<file path="src/rtl/rv_ctrl_pkg.sv">
// Shared encodings for the multi-cycle RV32I control unit: opcodes, FSM states,
// instruction classes, ALU class codes, trap causes and the control-word bundle.
package rv_ctrl_pkg;

    localparam logic [6:0] OP_R     = 7'b0110011;
    localparam logic [6:0] OP_I     = 7'b0010011;
    localparam logic [6:0] OP_LOAD  = 7'b0000011;
    localparam logic [6:0] OP_STORE = 7'b0100011;
    localparam logic [6:0] OP_BR    = 7'b1100011;
    localparam logic [6:0] OP_JAL   = 7'b1101111;
    localparam logic [6:0] OP_JALR  = 7'b1100111;

    typedef enum logic [2:0] {
        ST_FETCH  = 3'd0,
        ST_DECODE = 3'd1,
        ST_EXEC   = 3'd2,
        ST_MEM    = 3'd3,
        ST_WB     = 3'd4,
        ST_TRAP   = 3'd7
    } state_t;

    typedef enum logic [2:0] {
        CLS_NONE  = 3'd0,
        CLS_R     = 3'd1,
        CLS_I     = 3'd2,
        CLS_LOAD  = 3'd3,
        CLS_STORE = 3'd4,
        CLS_BR    = 3'd5,
        CLS_JAL   = 3'd6,
        CLS_JALR  = 3'd7
    } class_t;

    localparam logic [1:0] ALUOP_R   = 2'b00;
    localparam logic [1:0] ALUOP_ADD = 2'b01;
    localparam logic [1:0] ALUOP_BR  = 2'b10;

    localparam logic [1:0] TC_NONE    = 2'b00;
    localparam logic [1:0] TC_ILLEGAL = 2'b01;
    localparam logic [1:0] TC_IMEM    = 2'b10;
    localparam logic [1:0] TC_DMEM    = 2'b11;

    typedef struct packed {
        logic       imem_req;
        logic       dmem_req;
        logic       ir_write;
        logic       pc_write;
        logic       reg_dst;
        logic       jump;
        logic       branch;
        logic       mem_read_en;
        logic       mem_write_en;
        logic       mem_to_reg;
        logic       alu_src;
        logic       reg_write_en;
        logic       instr_retired;
        logic       trap;
        logic [1:0] alu_op;
    } ctrl_t;

    localparam ctrl_t CTRL_IDLE = '0;

    function automatic logic is_mem_class(input class_t c);
        return (c == CLS_LOAD) || (c == CLS_STORE);
    endfunction

endpackage

</file>
<file path="src/rtl/opcode_class_decoder.sv">
// Combinational opcode classifier; JALR legality is a build-time option.
module opcode_class_decoder
    import rv_ctrl_pkg::*;
#(
    parameter int SUPPORT_JALR = 1
) (
    input  logic [6:0] i_opcode,
    output class_t     o_class,
    output logic       o_legal
);

    always_comb begin
        o_class = CLS_NONE;
        o_legal = 1'b1;
        case (i_opcode)
            OP_R:     o_class = CLS_R;
            OP_I:     o_class = CLS_I;
            OP_LOAD:  o_class = CLS_LOAD;
            OP_STORE: o_class = CLS_STORE;
            OP_BR:    o_class = CLS_BR;
            OP_JAL:   o_class = CLS_JAL;
            OP_JALR: begin
                if (SUPPORT_JALR != 0) begin
                    o_class = CLS_JALR;
                end else begin
                    o_legal = 1'b0;
                end
            end
            default:  o_legal = 1'b0;
        endcase
    end

endmodule

</file>
<file path="src/rtl/multicycle_control_unit.sv">
// Multi-cycle RV32I control FSM: sequences FETCH/DECODE/EXEC/MEM/WB with handshaked
// memories, a per-handshake wait timeout and a sticky trap state.
module multicycle_control_unit
    import rv_ctrl_pkg::*;
#(
    parameter int ALU_OP_W     = 2,
    parameter int SUPPORT_JALR = 1,
    parameter int MEM_TIMEOUT  = 255,
    parameter int TO_W         = 8
) (
    input  logic                clk,
    input  logic                rst_n,
    input  logic [6:0]          opcode,
    input  logic                imem_ready,
    input  logic                dmem_ready,
    output logic                imem_req,
    output logic                dmem_req,
    output logic                ir_write,
    output logic                pc_write,
    output logic                reg_dst,
    output logic                jump,
    output logic                branch,
    output logic                mem_read_en,
    output logic                mem_write_en,
    output logic                mem_to_reg,
    output logic                alu_src,
    output logic                reg_write_en,
    output logic [ALU_OP_W-1:0] alu_op,
    output logic                instr_retired,
    output logic                trap,
    output logic [1:0]          trap_cause,
    output logic [2:0]          state
);

    // The wait that would bring the count to MEM_TIMEOUT is the one that traps.
    localparam logic [TO_W-1:0] TMO_LAST = TO_W'(MEM_TIMEOUT - 1);

    state_t          r_state;
    state_t          w_next_state;
    class_t          r_class;
    class_t          w_dec_class;
    logic            w_dec_legal;
    logic [TO_W-1:0] r_cnt;
    logic [TO_W-1:0] w_cnt_next;
    logic [TO_W-1:0] w_cnt_inc;
    logic            w_cnt_hit;
    logic [1:0]      r_cause;
    logic [1:0]      w_cause_next;
    ctrl_t           w_ctrl;

    opcode_class_decoder #(
        .SUPPORT_JALR (SUPPORT_JALR)
    ) u_decoder (
        .i_opcode (opcode),
        .o_class  (w_dec_class),
        .o_legal  (w_dec_legal)
    );

    assign w_cnt_inc = (r_cnt == '1) ? r_cnt : r_cnt + 1'b1;
    assign w_cnt_hit = (r_cnt >= TMO_LAST);

    // Counter only runs while a handshake is pending, so every handshake starts from zero.
    always_comb begin
        w_next_state = r_state;
        w_cnt_next   = '0;
        w_cause_next = r_cause;
        case (r_state)
            ST_FETCH: begin
                if (imem_ready) begin
                    w_next_state = ST_DECODE;
                end else if (w_cnt_hit) begin
                    w_next_state = ST_TRAP;
                    w_cause_next = TC_IMEM;
                end else begin
                    w_cnt_next = w_cnt_inc;
                end
            end
            ST_DECODE: begin
                if (w_dec_legal) begin
                    w_next_state = ST_EXEC;
                end else begin
                    w_next_state = ST_TRAP;
                    w_cause_next = TC_ILLEGAL;
                end
            end
            ST_EXEC: begin
                if (r_class == CLS_BR) begin
                    w_next_state = ST_FETCH;
                end else if (is_mem_class(r_class)) begin
                    w_next_state = ST_MEM;
                end else begin
                    w_next_state = ST_WB;
                end
            end
            ST_MEM: begin
                if (dmem_ready) begin
                    w_next_state = (r_class == CLS_LOAD) ? ST_WB : ST_FETCH;
                end else if (w_cnt_hit) begin
                    w_next_state = ST_TRAP;
                    w_cause_next = TC_DMEM;
                end else begin
                    w_cnt_next = w_cnt_inc;
                end
            end
            ST_WB:   w_next_state = ST_FETCH;
            ST_TRAP: w_next_state = ST_TRAP;
            default: w_next_state = ST_FETCH;
        endcase
    end

    always_ff @(posedge clk) begin
        if (!rst_n) begin
            r_state <= ST_FETCH;
            r_cnt   <= '0;
            r_cause <= TC_NONE;
            r_class <= CLS_NONE;
        end else begin
            r_state <= w_next_state;
            r_cnt   <= w_cnt_next;
            r_cause <= w_cause_next;
            if (r_state == ST_DECODE) begin
                r_class <= w_dec_class;
            end
        end
    end

    // Control word from state and latched class; held idle while reset is asserted.
    always_comb begin
        w_ctrl = CTRL_IDLE;
        case (r_state)
            ST_FETCH: begin
                w_ctrl.imem_req = 1'b1;
                w_ctrl.ir_write = imem_ready;
            end
            ST_EXEC: begin
                case (r_class)
                    CLS_R: begin
                        w_ctrl.alu_src = 1'b0;
                        w_ctrl.alu_op  = ALUOP_R;
                    end
                    CLS_I, CLS_LOAD, CLS_STORE, CLS_JALR: begin
                        w_ctrl.alu_src = 1'b1;
                        w_ctrl.alu_op  = ALUOP_ADD;
                    end
                    CLS_BR: begin
                        w_ctrl.alu_op        = ALUOP_BR;
                        w_ctrl.branch        = 1'b1;
                        w_ctrl.pc_write      = 1'b1;
                        w_ctrl.instr_retired = 1'b1;
                    end
                    default: ;
                endcase
            end
            ST_MEM: begin
                w_ctrl.dmem_req     = 1'b1;
                w_ctrl.alu_src      = 1'b1;
                w_ctrl.alu_op       = ALUOP_ADD;
                w_ctrl.mem_read_en  = (r_class == CLS_LOAD);
                w_ctrl.mem_write_en = (r_class == CLS_STORE);
                if (dmem_ready && (r_class == CLS_STORE)) begin
                    w_ctrl.pc_write      = 1'b1;
                    w_ctrl.instr_retired = 1'b1;
                end
            end
            ST_WB: begin
                w_ctrl.reg_write_en  = 1'b1;
                w_ctrl.pc_write      = 1'b1;
                w_ctrl.instr_retired = 1'b1;
                w_ctrl.reg_dst       = (r_class == CLS_R) || (r_class == CLS_JAL);
                w_ctrl.mem_to_reg    = (r_class == CLS_LOAD);
                w_ctrl.jump          = (r_class == CLS_JAL) || (r_class == CLS_JALR);
            end
            ST_TRAP: w_ctrl.trap = 1'b1;
            default: ;
        endcase
        if (!rst_n) begin
            w_ctrl = CTRL_IDLE;
        end
    end

    assign imem_req      = w_ctrl.imem_req;
    assign dmem_req      = w_ctrl.dmem_req;
    assign ir_write      = w_ctrl.ir_write;
    assign pc_write      = w_ctrl.pc_write;
    assign reg_dst       = w_ctrl.reg_dst;
    assign jump          = w_ctrl.jump;
    assign branch        = w_ctrl.branch;
    assign mem_read_en   = w_ctrl.mem_read_en;
    assign mem_write_en  = w_ctrl.mem_write_en;
    assign mem_to_reg    = w_ctrl.mem_to_reg;
    assign alu_src       = w_ctrl.alu_src;
    assign reg_write_en  = w_ctrl.reg_write_en;
    assign alu_op        = ALU_OP_W'(w_ctrl.alu_op);
    assign instr_retired = w_ctrl.instr_retired;
    assign trap          = w_ctrl.trap;
    assign trap_cause    = r_cause;
    assign state         = r_state;

endmodule

</file>
<file path="config.mk">
export PLATFORM = sky130hd
export DESIGN_NAME = multicycle_control_unit
export DESIGN_NICKNAME = d
export VERILOG_FILES = /design/src/rtl/rv_ctrl_pkg.sv /design/src/rtl/opcode_class_decoder.sv /design/src/rtl/multicycle_control_unit.sv
export SDC_FILE = /design/constraint.sdc
export NUM_CORES = 1
export LEC_CHECK = 0
export ABC_AREA = 1
export ABC_CLOCK_PERIOD_IN_PS = 2200
export CORE_MARGIN = 4
export CORE_UTILIZATION = 51
export DETAILED_ROUTE_END_ITERATION = 7
export PLACE_DENSITY = 0.89
export SLEW_MARGIN = 20
export SYNTH_ARGS = -nofsm -noshare
export SYNTH_HDL_FRONTEND = slang
export SYNTH_SLANG_ARGS = --single-unit
</file>
<file path="constraint.sdc">
create_clock -name clk -period 2.2 [get_ports clk]
set_input_delay 0.66 -clock clk [delete_from_list [all_inputs] [get_ports clk]]
set_output_delay 0.66 -clock clk [all_outputs]
set_load 0.005 [all_outputs]
</file>
# ---- After elaboration in Yosys (flattened, before gate mapping)
# Cells that the tools add are included.
dict set report classes {
  multipliers 0
  add_sub_neg 1
  mux 38
  n_bitwise 0
  shift 0
  reduce_logical 9
  n_eq_ne 25
  div_mod_pow 0
  magnitude_cmp 1
}
# cell n
set ops {}
lappend ops {{8-bit two-way mux} 4}
lappend ops {{7-bit equality test, second input constant} 3}
lappend ops {{3-bit two-way mux} 7}
lappend ops {{3-bit one-hot mux with 7 select lines} 1}
lappend ops {{3-bit equality test, second input constant} 6}
lappend ops {{16-bit two-way mux} 1}
lappend ops {{8-bit one-hot mux with 2 select lines} 1}
lappend ops {{3-bit one-hot mux with 5 select lines} 1}
lappend ops {{7-bit by 6-bit equality test with 1-bit output, second input constant} 2}
lappend ops {{2-bit two-way mux} 7}
lappend ops {{3-bit by 2-bit equality test with 1-bit output, second input constant} 4}
lappend ops {{1-bit two-way mux} 11}
lappend ops {{2-bit inequality test, second input constant} 5}
lappend ops {{8-bit by 1-bit adder with 8-bit output, second input constant} 1}
lappend ops {{8-bit equality test, second input constant} 1}
lappend ops {{8-bit >= comparator, second input constant} 1}
lappend ops {{2-bit one-hot mux with 2 select lines} 2}
lappend ops {{7-bit by 2-bit equality test with 1-bit output, second input constant} 1}
lappend ops {{7-bit by 5-bit equality test with 1-bit output, second input constant} 1}
lappend ops {{7-bit OR reduction} 1}
lappend ops {{3-bit by 1-bit equality test with 1-bit output, second input constant} 2}
lappend ops {{2-bit one-hot mux with 3 select lines} 1}
lappend ops {{6-bit AND reduction} 1}
lappend ops {{4-bit OR reduction} 1}
lappend ops {{other kinds (6)} 8}
dict set report totals {
  reg_bits 16
  ramBits 0
  output_inout_bits 21
  elab_cells 78
  inputBits 11
  mem_count 0
  mem_bits_ro 0
  latch_bits 0
}

# ---- Longest topological paths before layout
dict set report logic_depth {
  ltp_word 5
  mapped_depth 9
  depth_no_buf 9
}

# ---- Modules after synthesis
# A second synthesis with hierarchy kept.
dict set report hier_totals {
  hier_cells 186
  area_unflattened_um2 1188.6
}
# mod seq_area_each_um2 instances area_each_um2 cells_per_inst
set modules_own_cells {}
lappend modules_own_cells {multicycle_control_unit 320.3 1 1072.3 159}
lappend modules_own_cells {opcode_class_decoder 0.0 1 116.4 27}

# ---- Worst setup path after synthesis
# OpenSTA, ideal clock, no wires.
dict set report synth_timing {
  kind {input port to output port}
  from {in rst_n}
  to {out alu_op[1]}
  n_path_buf 2
  t_arrival_ps 1313
  t_required_ps 1540
  path_stages 4
  slack_ps 227
  cell_sequence {buf_2 > inv_1 > clkbuf_1 > nor3_1}
}
dict set report synth_via {
  elab_chain_len 1
}
# element line_no
set synth_lines {}
lappend synth_lines {{start: declaration} multicycle_control_unit.sv:12} ;# input logic rst_n,
lappend synth_lines {{16-bit two-way mux} multicycle_control_unit.sv:176} ;# if (!rst_n) begin
lappend synth_lines {{end: declaration} multicycle_control_unit.sv:28} ;# output logic [ALU_OP_W-1:0] alu_op,
# No other way between the ends.

# ---- Worst setup path after layout
dict set report layout_timing {
  from {reg r_state[2] (netlist: state[2])}
  to {reg r_cause[0] (netlist: trap_cause[0])}
}
dict set report layout_via {
  elab_chain_len 3
  elab_cells_between_ends 11
  cone_classes {7 x eq/ne; 1 x mux; 3 x reduce/logical}
}
# element line_no
set layout_lines {}
lappend layout_lines {{start: declaration} multicycle_control_unit.sv:38} ;# state_t r_state;
lappend layout_lines {{start signal: assignment} multicycle_control_unit.sv:118} ;# r_state <= w_next_state;
lappend layout_lines {{3-bit by 1-bit equality test with 1-bit output (tied with other cells)} multicycle_control_unit.sv:67} ;# case (r_state)
lappend layout_lines {{2-bit inequality test (no line) or 3-bit nonzero test (tied branches)} --}
lappend layout_lines {{6-bit AND reduction (no line)} --}
lappend layout_lines {{end signal: assignment} multicycle_control_unit.sv:120} ;# r_cause <= w_cause_next;
lappend layout_lines {{end: declaration} multicycle_control_unit.sv:47} ;# logic [1:0] r_cause;
# Several ways; a longest one is shown, not always the timed one.
# A chain may end at the register's enable or synchronous reset.

==> impl_metrics.tcl <==
set metrics [dict create \
    status "complete, but fails checks" \
    violations "setup timing" \
    viasPerCell 6.57 \
    min_period_over_period_pct 103 \
    drive_gt1_share_pct 42.4 \
    hold_path_depth 2 \
    fin_cells 270 \
    crit_start "state[2]$_SDFF_PN0_" \
    insertion_delay_ns 0.32 \
    finalMaxSlewViolations 0 \
    die_w_um 55.1 \
    core_region_area_sq_um 2040 \
    hp-class "reg2reg" \
    synth_top_family_by_area "simple AND/OR/NAND/NOR gates" \
    timing.rr.end "trap_cause[0]$_SDFFE_PN0P_" \
    post-place-ws_ns -0.631 \
    post-route-util_pct 92.6 \
    clkSinkCount 16 \
    drc 0 \
    syn_nets 185 \
    cts_tree "done" \
    netlist.area_leader.share_pct 28.3 \
    drv_cap 0 \
    r2r.worst_path.cells 16 \
    cpPeakStageDelay_ns 0.36 \
    synthSimpleGateAreaFrac_pct 39.5 \
    dpl.hpwl_mm 2.58 \
    required_ns 2.44 \
    synth_most_common_cell "nor2_1" \
    cpMaxStageDelayCell "dfxtp_2" \
    drt_iter0_drc 189 \
    slew_headroom_pct 75.2 \
    synth_edf_count 0 \
    synth_flop_cell "dfxtp_1" \
    rsz0062_at_grt "yes" \
    area.growth.synth_to_final_pct 67.3 \
    grt_pass1_wl_mm 7.91 \
    antenna_found_initial 0 \
    synth_xor_xnor_area_share_pct 3.10 \
    syn_avg_cell_area_sq_um 6.58 \
    power_mw 2.21 \
    async_flop_share_pct 0 \
    dp_cells 242 \
    synth.area.top_cells "dfxtp_1 28%, nor2_1 10%, inv_1 8.6%" \
    synth_compound_area_share_pct 15.8 \
    nFillCells 71 \
    htree_levels 1 \
    synth_common_cells "31 x nor2_1, 26 x inv_1, 23 x nand2_1" \
    worstHoldStart "r_cnt[7]$_SDFF_PN0_" \
    leakage_nw 0.886 \
    fin_crit_ns 2.27 \
    crit_path_start_kind "register" \
    yosys.area_share.adder_pct 2.21 \
    routed_wl_mm 6.35 \
    crit_fanout 4 \
    port_buffers 31 \
    grt_pass1_vias 1695 \
    grt_overflow_total 0 \
    muxShareOfSynthArea_pct 0 \
    crit_type "reg2reg" \
    fin_skew_ns 0.0180 \
    synth_cell_types 33 \
    dieArea_sq_um 3040 \
    synth_largest_area_cell "dfxtp_1" \
    fin_ws_ns -0.0695 \
    timing.fmax_mhz 441 \
    hold_buffers 0 \
    hold_viol 0 \
    finalSetupViolCount 10 \
    numCtsBuffers 3 \
    routedWlPerCell_um 23.5 \
    crit_path_frequent_cell "buf_4" \
    chipHeight_um 55.1 \
    cts_buffer_depth 2 \
    ios 32 \
    grt_max_degree 11 \
    min_to "r_cnt[7]$_SDFF_PN0_" \
    row_count 16 \
    cts.clk_slew.worst_paths_ns 0.12 \
    yosys_warnings 0 \
    worst_pin_slew_ns 0.371 \
    yosysSeqAreaShare_pct 28.3 \
    synthCells 172 \
    cts_root_buf "clkbuf_4" \
    synth_area_sq_um 1130 \
    fin_nets 257 \
    final_antenna_net_count 0 \
    p_per_area_nw_per_um2 1170 \
    worstPathArrival_ns 2.51 \
    reg2reg_from "state[2]$_SDFF_PN0_" \
    gr-usage-all-layers_pct 37.1 \
    antenna-diode-count 0 \
    dr_total_vias 1774 \
    cp_cell_sequence "inv_2 -> buf_6 -> nand4_1 -> buf_4 -> buf_4 -> buf_4 -> buf_4 -> buf_4 -> buf_4 -> buf_4 -> buf_4 -> nand2_4 -> a21oi_4 -> nand3_1 -> nand2_1 -> nor2_1" \
    rrSetupSlack_ns -0.07 \
    ys_ff_latch 16 \
    gp_congestion 0.881 \
    first_pass_iters 5 \
    endpoint_kind "register" \
    ir_drop_uv 1030 \
    initial_utilization_pct 55.4 \
]
routing by layer:
metal | wire length [um] | GRT usage [%] | part of all wire, %
met3 | 912 | 12.1 | 14
met2 | 2750 | 62.0 | 43
met1 | 2090 | 40.4 | 33
met5 | 0 | 0 | 0
met4 | 592 | 22.7 | 9.3
per-stage QoR:
stage / TNS (ns) / hold WS [ns] / area (sq um)
2_1_floorplan: 0 / 0.458 / 1130
3_3_place_gp: -7.86 / 0.455 / 1570
3_5_place_dp: -8.36 / 0.461 / 1570
4_1_cts: -0.195 / 0.489 / 1830
5_1_grt: -0.638 / 0.546 / 1890
6_report: -0.298 / 0.513 / 1890
how the worst max path moves through the flow:
stage,to,cells past startpoint,slack [ns]
after floorplan,alu_op[1],4,0.23
after global placement,alu_op[1],4,-0.56
after detailed placement,branch,4,-0.63
after CTS,instr_retired,7,-0.06
after global routing,trap_cause[0]$_SDFFE_PN0P_,16,-0.12
final,trap_cause[0]$_SDFFE_PN0P_,16,-0.07
placed cells by master (no fill, tap or decap), drive strengths merged, types with 2 or more instances in the layout:
cell / n
xor2: 2
inv: 29
o21ai: 8
nor3b: 2
nor2: 33
a21oi: 12
buf: 42
dfxtp: 16
clkdlybuf4s15: 2
nand4: 3
o22ai: 2
dlymetal6s2s: 2
clkdlybuf4s50: 12
dlygate4sd2: 4
nand2: 29
clkbuf: 12
nand3: 15
a31oi: 2
ha: 2
xnor2: 2
nor3: 7
final cells by class:
type	instances	area [sq um]	share of cell area, %
Multi-Input combinational cell	124	808	42.7
Timing Repair Buffer	70	567	30.0
Sequential cell	16	333	17.6
Inverter	29	114	6.02
Clock buffer	4	36.3	1.92
Tap cell	27	33.8	1.79
flip-flops by register name, indices dropped and copies added (netlist names):
signal,count
r_cnt,8
r_class,3
state,3
trap_cause,2
where the power goes:
| part | leakage [nW] | total, mW | internal [mW] | switching, mW |
|---|---|---|---|---|
| sequential | 0.133 | 0.488 | 0.375 | 0.113 |
| clock | 0.0210 | 0.218 | 0.101 | 0.117 |
| combinational | 0.732 | 1.50 | 0.649 | 0.855 |
cell families after synthesis:
family / after synthesis
xor+xnor: 4
compound gates: 27
simple gates: 91
buf+inv: 32
fa+ha+maj: 2
flops: 16
repair_timing:
item | 4_1_cts | 5_1_grt
setup endpoints to repair | 16 | 17
gates resized for setup | 56 | 40
setup buffers | 20 | 6
pin swaps | 9 | 8
worst max-delay path, delay by kind of cell, from the launching register on:
family	cells	cell delay, ns
buf+inv	10	1.27
simple gates	5	0.50
flops	1	0.36
compound gates	1	0.04
Power figures use the tool's default switching activity.
